## src/rtl/nic_her_scheduler.sv

```systemverilog
// Round-robin scheduler that forwards HER descriptors from NUM_SRC sources to pspin,
// bounded by an in-flight credit limit and closed with an end-of-stream phase.
module nic_her_scheduler #(
  parameter int NUM_SRC      = 4,
  parameter int HER_W        = 128,
  parameter int MAX_INFLIGHT = 16,
  localparam int CW          = $clog2(MAX_INFLIGHT + 1)
) (
  input  logic                     clk_i,
  input  logic                     rst_ni,
  input  logic                     en_i,
  input  logic [NUM_SRC-1:0]       src_valid_i,
  output logic [NUM_SRC-1:0]       src_ready_o,
  input  logic [NUM_SRC*HER_W-1:0] src_her_i,
  input  logic [NUM_SRC-1:0]       src_done_i,
  output logic                     her_valid_o,
  input  logic                     her_ready_i,
  output logic [HER_W-1:0]         her_o,
  input  logic                     feedback_valid_i,
  output logic                     feedback_ready_o,
  output logic                     eos_o,
  output logic [CW-1:0]            inflight_o,
  output logic [31:0]              issued_cnt_o,
  output logic                     err_o
);

  localparam int PW = (NUM_SRC > 1) ? $clog2(NUM_SRC) : 1;

  typedef enum logic [1:0] {S_IDLE, S_RUN, S_DRAIN, S_EOS} state_e;

  state_e            state_q, state_d;
  logic [PW-1:0]     rr_q, rr_d;
  logic              her_vld_q, her_vld_d;
  logic [HER_W-1:0]  her_q, her_d;
  logic [CW-1:0]     infl_q, infl_d;
  logic [31:0]       issued_q, issued_d;
  logic              err_q, err_d;
  logic              eos_q, eos_d;
  logic              fb_rdy_q;

  logic              gnt_vld;
  logic [PW-1:0]     gnt_idx;
  logic [PW:0]       cand;
  logic              accept;
  logic              fb_hs;
  logic              fb_dec;
  logic [HER_W-1:0]  her_sel;

  // Scan from rr_q upwards with wrap; the first valid source wins.
  always_comb begin
    gnt_vld = 1'b0;
    gnt_idx = '0;
    cand    = '0;
    for (int i = 0; i < NUM_SRC; i++) begin
      cand = {1'b0, rr_q} + (PW+1)'(i);
      if (cand >= (PW+1)'(NUM_SRC)) cand = cand - (PW+1)'(NUM_SRC);
      if (!gnt_vld && src_valid_i[cand[PW-1:0]]) begin
        gnt_vld = 1'b1;
        gnt_idx = cand[PW-1:0];
      end
    end
  end

  // Only credit held at the start of the cycle counts; same-cycle feedback never enables an accept.
  assign accept  = (state_q == S_RUN) && (infl_q < CW'(MAX_INFLIGHT)) &&
                   (!her_vld_q || her_ready_i) && gnt_vld;
  assign fb_hs   = feedback_valid_i && fb_rdy_q;
  assign fb_dec  = fb_hs && (infl_q != '0);
  assign her_sel = src_her_i[gnt_idx*HER_W +: HER_W];

  always_comb begin
    src_ready_o = '0;
    if (accept) src_ready_o = NUM_SRC'(1) << gnt_idx;
  end

  always_comb begin
    her_vld_d = her_vld_q;
    her_d     = her_q;
    rr_d      = rr_q;
    issued_d  = issued_q;
    infl_d    = infl_q;
    err_d     = err_q;
    state_d   = state_q;

    if (accept) begin
      her_vld_d = 1'b1;
      her_d     = her_sel;
      rr_d      = (gnt_idx == PW'(NUM_SRC - 1)) ? '0 : gnt_idx + 1'b1;
      issued_d  = issued_q + 32'd1;
    end else if (her_ready_i) begin
      her_vld_d = 1'b0;
    end

    if (accept && !fb_dec)      infl_d = infl_q + CW'(1);
    else if (!accept && fb_dec) infl_d = infl_q - CW'(1);

    if (fb_hs && (infl_q == '0)) err_d = 1'b1;

    case (state_q)
      S_IDLE:  if (en_i) state_d = S_RUN;
      S_RUN: begin
        if (&src_done_i) state_d = S_DRAIN;
        else if (!en_i)  state_d = S_IDLE;
      end
      S_DRAIN: if ((infl_q == '0) && !her_vld_q) state_d = S_EOS;
      S_EOS:   if (!en_i) state_d = S_IDLE;
      default: state_d = S_IDLE;
    endcase

    eos_d = (state_d == S_EOS);
  end

  always_ff @(posedge clk_i or negedge rst_ni) begin
    if (!rst_ni) begin
      state_q   <= S_IDLE;
      rr_q      <= '0;
      her_vld_q <= 1'b0;
      her_q     <= '0;
      infl_q    <= '0;
      issued_q  <= '0;
      err_q     <= 1'b0;
      eos_q     <= 1'b0;
      fb_rdy_q  <= 1'b0;
    end else begin
      state_q   <= state_d;
      rr_q      <= rr_d;
      her_vld_q <= her_vld_d;
      her_q     <= her_d;
      infl_q    <= infl_d;
      issued_q  <= issued_d;
      err_q     <= err_d;
      eos_q     <= eos_d;
      fb_rdy_q  <= 1'b1;
    end
  end

  assign her_valid_o      = her_vld_q;
  assign her_o            = her_q;
  assign feedback_ready_o = fb_rdy_q;
  assign eos_o            = eos_q;
  assign inflight_o       = infl_q;
  assign issued_cnt_o     = issued_q;
  assign err_o            = err_q;

endmodule
```

## config.mk

```make
export PLATFORM = sky130hd
export DESIGN_NAME = nic_her_scheduler
export DESIGN_NICKNAME = d
export VERILOG_FILES = /design/src/rtl/nic_her_scheduler.sv
export SDC_FILE = /design/constraint.sdc
export NUM_CORES = 1
export LEC_CHECK = 0
export ABC_AREA = 1
export CORE_AREA = 2 2 273 275
export DETAILED_ROUTE_END_ITERATION = 8
export DIE_AREA = 0 0 275 277
export PLACE_DENSITY = 0.5
export SETUP_SLACK_MARGIN = 0.5
export SLEW_MARGIN = 40
export SYNTH_ARGS = -nofsm -noshare
export SYNTH_HDL_FRONTEND = slang
export SYNTH_SLANG_ARGS = --single-unit
```

## constraint.sdc

```tcl
create_clock -name clk_i -period 4.2 [get_ports clk_i]
set_clock_uncertainty 0.2 [all_clocks]
set_input_delay 0.63 -clock clk_i [delete_from_list [all_inputs] [get_ports clk_i]]
set_output_delay 0.63 -clock clk_i [all_outputs]
set_load 0.02 [all_outputs]
```

; ---- Yosys cells after proc, flatten, opt, wreduce, memory -nomap -nowiden
; Cells that the tools add are included.
[op_classes]
addsub = 11
n_mul = 0
n_div = 0
n_lt_le_gt_ge = 9
n_eq_ne = 5
n_shift = 2
muxes = 31
bitwise = 0
n_reduce_logical = 25
[op_table]
columns = op, n
row1 = 512-bit by 10-bit variable part select with 128-bit output, 1
row2 = "32-bit by 1-bit adder with 32-bit output, second input constant", 1
row3 = 2-bit 2-to-1 mux, 13
row4 = 1-bit logical AND, 12
row5 = "2-bit by 3-bit < comparator with 1-bit output, second input constant", 4
row6 = 1-bit 2-to-1 mux, 10
row7 = 5-bit 2-to-1 mux, 2
row8 = "3-bit >= comparator, second input constant", 3
row9 = 1-bit binary-select mux with 2-bit select, 4
row10 = "2-bit == test, second input constant", 4
row11 = 2-bit one-hot mux with 4 select lines, 1
row12 = "2-bit by 1-bit subtractor with 2-bit output, second input constant", 4
row13 = "2-bit by 2-bit adder with 3-bit output, second input constant", 2
row14 = 1-bit zero test, 6
row15 = "5-bit by 1-bit adder with 5-bit output, second input constant", 1
row16 = 5-bit zero test, 1
row17 = "5-bit < comparator, second input constant", 1
row18 = 5-bit nonzero test, 1
row19 = "5-bit by 1-bit subtractor with 5-bit output, second input constant", 1
row20 = 4-bit 2-to-1 mux, 1
row21 = 4-bit AND reduction, 1
row22 = 2-bit nonzero test, 2
row23 = "1-bit by 2-bit << shifter with 4-bit output, first input constant", 1
row24 = "2-bit by 1-bit adder with 3-bit output, second input constant", 1
row25 = 5 further kinds, 5
[word_totals]
register_bits = 173
latchBits = 0
mem_bits_rw = 0
mem_bits_ro = 0
out_inout_bits = 173
word_cells = 92
memories = 0

; ---- Longest topological paths before layout
[depth]
ltp_word = 19
mapped_depth = 22
mapped_depth_nobuf = 20

; ---- Worst setup path after synthesis
; Ideal clock, no wire load.
[synth_timing]
path_type = input to register
startpoint = in src_valid_i[3]
endpoint = reg infl_q[4] (netlist: inflight_o[4])
setup_time_ns = 0.131
arrival_time_ns = 2.959
t_required_ns = 3.869
path_slack_ns = 0.910
cell_stages = 21
cell_sequence = inv_1 -> nand2_1 -> nand3_1 -> nand2_2 -> nor2_4 -> nand2_1 -> or2_1 -> nand2_4 -> inv_2 -> buf_6 -> buf_2 -> ha_1 -> inv_1 -> ha_1 -> a21oi_1 -> nor2_1 -> nor2_1 -> nand2_1 -> nand2_1 -> nor2_1 -> xor2_1
[synth_via]
elab_chain_cells = 16
word_cells_on_any_way = 24
cone_classes = mux: 13 / reduce/logical: 11
[synth_lines]
columns = item, line
row1 = from (decl), 12  ; input logic [NUM_SRC-1:0] src_valid_i,
row2 = 1-bit binary-select mux with 2-bit select, 57  ; if (!gnt_vld && src_valid_i[cand[PW-1:0]]) begin
row3 = 1-bit 2-to-1 mux (implied by the code), 57
row4 = 1-bit 2-to-1 mux, 57
row5 = 1-bit zero test, 57
row6 = 1-bit logical AND, 57
row7 = 1-bit 2-to-1 mux, 57
row8 = 1-bit zero test, 57
row9 = 1-bit logical AND, 57
row10 = 1-bit 2-to-1 mux, 57
row11 = 1-bit zero test, 57
row12 = 1-bit logical AND, 57
row13 = 1-bit 2-to-1 mux (*), 57
row14 = 1-bit logical AND (*), 66  ; (!her_vld_q || her_ready_i) && gnt_vld;
row15 = named net accept, 44  ; logic accept;
row16 = 1-bit zero test, 95  ; else if (!accept && fb_dec) infl_d = infl_q - CW'(1);
row17 = 1-bit logical AND, 95
row18 = 2-bit nonzero test (no source line), n/a
row19 = to (signal assigned), 129  ; infl_q <= infl_d;
row20 = to (decl), 35  ; logic [CW-1:0] infl_q, infl_d;
; The timed path passes the listed nets; every way through them passes the cells marked *. The select of a mux whose other input is x is not followed.
; A chain may end at the register's enable or synchronous reset.

; ---- Final worst setup path
[layout_timing]
startpoint = in src_valid_i[1]
endpoint = out src_ready_o[0]
[layout_via]
elab_chain_cells = 14
word_cells_on_any_way = 25
cone_classes = shift: 1 / mux: 17 / reduce/logical: 7
[layout_lines]
columns = item, line
row1 = 1-bit binary-select mux with 2-bit select, 57
row2 = 1-bit 2-to-1 mux (implied by the code), 57
row3 = 1-bit 2-to-1 mux, 57
row4 = 1-bit zero test, 57
row5 = 1-bit logical AND, 57
row6 = 1-bit 2-to-1 mux, 57
row7 = 1-bit zero test, 57
row8 = 1-bit logical AND, 57
row9 = 1-bit 2-to-1 mux, 57
row10 = 1-bit zero test, 57
row11 = 1-bit logical AND, 57
row12 = 2-bit 2-to-1 mux / 1-bit 2-to-1 mux (equally long branches), 57
row13 = 1-bit by 2-bit << shifter with 4-bit output / 1-bit logical AND (equally long branches), "73, 66"
row14 = 4-bit 2-to-1 mux (*), 73  ; if (accept) src_ready_o = NUM_SRC'(1) << gnt_idx;
row15 = to (decl), 13  ; output logic [NUM_SRC-1:0] src_ready_o,
; Mark *: on every way between the ends. The rest lies on a longest branch, timed or not. The select of a mux whose other input is x is not followed.

==> qor.csv <==
metric;value;unit
status;complete, no violations;
Buffers on Ports;697;
Worst slew margin;44.3;%
number of setup violations in the final report;0;
H-tree levels;4;
largest net degree at the start of global routing;165;
critical path class;in2out;
total negative setup slack;0;ns
chip width;275;um
CTS max path bufs;2;
Final nets;3589;
WL final;63400;um
Arr. time, crit path;2.68;ns
detailed placement HPWL;47000;um
Initial Utilization;19.2;%
RSZ-0062 raised after global routing;false;
total CTS buffers;17;
io pins;698;
Max VDD drop;1240;uV
GRT overflow;0;
CTS tree;done;
Area growth, synth to finish;60.1;%
syn avg cell area;5.76;um^2
number of global-route vias before repair;16100;
fillers;8195;
Worst Hold Class;reg2reg;
max-slew violations;0;
post-synthesis sequential area ratio;30.6;%
crit-path cells;clkdlybuf4s50_1, buf_4, inv_1, nand2_1, nand3_1, nand2_2, nor2_4, nand3_1, nand2_1, nor2_4, ha_1, inv_1, nor2_1, clkbuf_2;
overall power;17.4;mW
Die ar.;0.0762;mm^2
ANT nets after route;0;
Finished Cell Area;0.0227;mm^2
Die Y;277;um
Max Clk Rate;285;MHz
YS warnings;0;
Pleak;12.2;nW
most frequent cell after synthesis;nand2_1;
Mapped Cells;2457;
prevailing post-synth register cell;dfrtp_1;
Final GP Congestion;0.876;
EDFF count, synth;0;
Area contributors post-synth;dfrtp_1, nand2_1, nand3_1;
fin crit period;3.51;ns
maxcap violations;0;
via/cell ratio;4.14;
critical path's largest stage delay;0.46;ns
Post-Syn Nets;2992;
Setup WS post-layout;0.686;ns
Placed Area;0.0220;mm^2
Synth area leader;dfrtp_1;
PD cells;766;mW/mm^2
Worst Max-Slew Pin Slew;0.836;ns
asr flop ratio synth;100;%
Yosys top cell area share;30.6;%
Post-Syn Area;0.0142;mm^2
clk_lat worst skew;0.48;ns
crit path max fanout;4;
most frequent cells after synthesis;nand2_1, inv_1, nand3_1, dfrtp_1, buf_2;
Yosys reg bits;173;
initial antenna violation count;8;
Tcrit/Tclk final;83.7;%
Crit path required time;3.37;ns
vias post-DR;16700;
Core Footprint;0.0736;mm^2
GRT Overall Usage;16.1;%
clk slew on worst S/H paths;0.06;ns
CP max stage cell;clkdlybuf4s50_1;
DRT iter0 DRCs;826;
critical path startpoint category;input port;
Root Driver;clkbuf_16;
CP Capture Type;primary output;
synth unique cells;30;
dpl ws;0.136;ns
DRC;0;
Final Hold Slack;0.277;ns
final hold vios;0;
Avg WL per Cell;15.7;um
DR pass1 iterations;5;
ratio of cells with drive above 1 in the final layout;2.58;%
area occupied by multi-input gates;0.00707;mm^2
row cnt;100;
first-pass GRT wire length;95200;um
Sink Count;173;
register area;0.00433;mm^2
[cell families after synthesis]
| logic type | share of synthesized area, % |
|---|---|
| AND/OR/NAND/NOR | 45.4 |
| flip-flops | 30.6 |
| other | 0.0265 |
| adder cells (fa/ha/maj) | 0.937 |
| buffers and inverters | 20.0 |
| AO/OA/AOI/OAI | 1.08 |
| XOR/XNOR | 1.98 |
[per-stage QoR]
step           utilization [%]  instances
6_report                  30.8       4037
5_1_grt                   30.8       4037
4_1_cts                   30.7       4033
3_5_place_dp              29.9       4000
3_3_place_gp              29.9       4000
2_1_floorplan                -       2457
[worst max-delay path, delay by kind of cell]
kind | cells | cell delay, ns
simple gates | 8 | 0.93
buf+inv | 5 | 0.90
fa+ha+maj | 1 | 0.18
[routing by layer]
metal / routed length [um] / global-route usage, %
met1: 26400 / 19.3
met2: 30700 / 27.5
met3: 4470 / 4.66
met4: 1720 / 5.38
met5: 76 / 0
[worst paths after layout]
check | to | slack (ns) | from | cells past startpoint
worst min register to register | her_o[47] | 0.28 | her_o[47] | 2
worst max-delay path | src_ready_o[0] | 0.69 | src_valid_i[1] | 14
worst min-delay path | her_o[47] | 0.28 | her_o[47] | 2
worst max register to register | inflight_o[4] | 1.01 | rr_q[0] | 20
min in group asynchronous | her_o[2] | 0.48 | rst_ni | 2
max in group asynchronous | her_o[47] | 2.49 | rst_ni | 3
[sequential cells by signal, indices dropped and copies added (netlist names)]
signal / count
inflight_o: 5
feedback_ready_o: 1
issued_cnt_o: 32
eos_o: 1
her_o: 128
err_o: 1
her_valid_o: 1
rr_q: 2
state_q: 2
[area by class of cell]
| class | count | share of cell area (%) |
|---|---|---|
| clock buffer | 20 | 2.06 |
| antenna | 1 | 0.0110 |
| sequential | 173 | 19.1 |
| clock inverter | 12 | 0.652 |
| timing repair buffer | 725 | 32.4 |
| multi-input combinational | 1580 | 31.2 |
| inverter | 557 | 9.25 |
| tap | 969 | 5.35 |
[cells in the final DEF, fill, tap and decap left out, types with 9 or more instances in the layout]
cell type        instances
dfrtp_1                172
nor2_1                  41
o21ai_1                 11
buf_12                  11
inv_1                  554
o21ai_0                  9
clkdlybuf4s50_1        691
nand3_1                527
ha_1                     9
nand4_1                 13
nand2_1                898
clkbuf_16               17
buf_4                   15
nor3_1                  12
xor2_1                  24
[power breakdown]
group	internal (mW)	leakage, nW	switching (mW)	total, mW
Combinational	4.55	9.72	8.19	12.7
Sequential	2.37	2.19	0.501	2.87
Clock	0.941	0.302	0.807	1.75
[timing repair]
action	CTS	global route
hold buffers	1	0
endpoints found under the hold margin	53	0
buffers inserted	0	2
pin swaps	0	0
endpoints found under the setup margin	4	4
gates resized for setup	6	9
(Power assumes the default switching activity.)
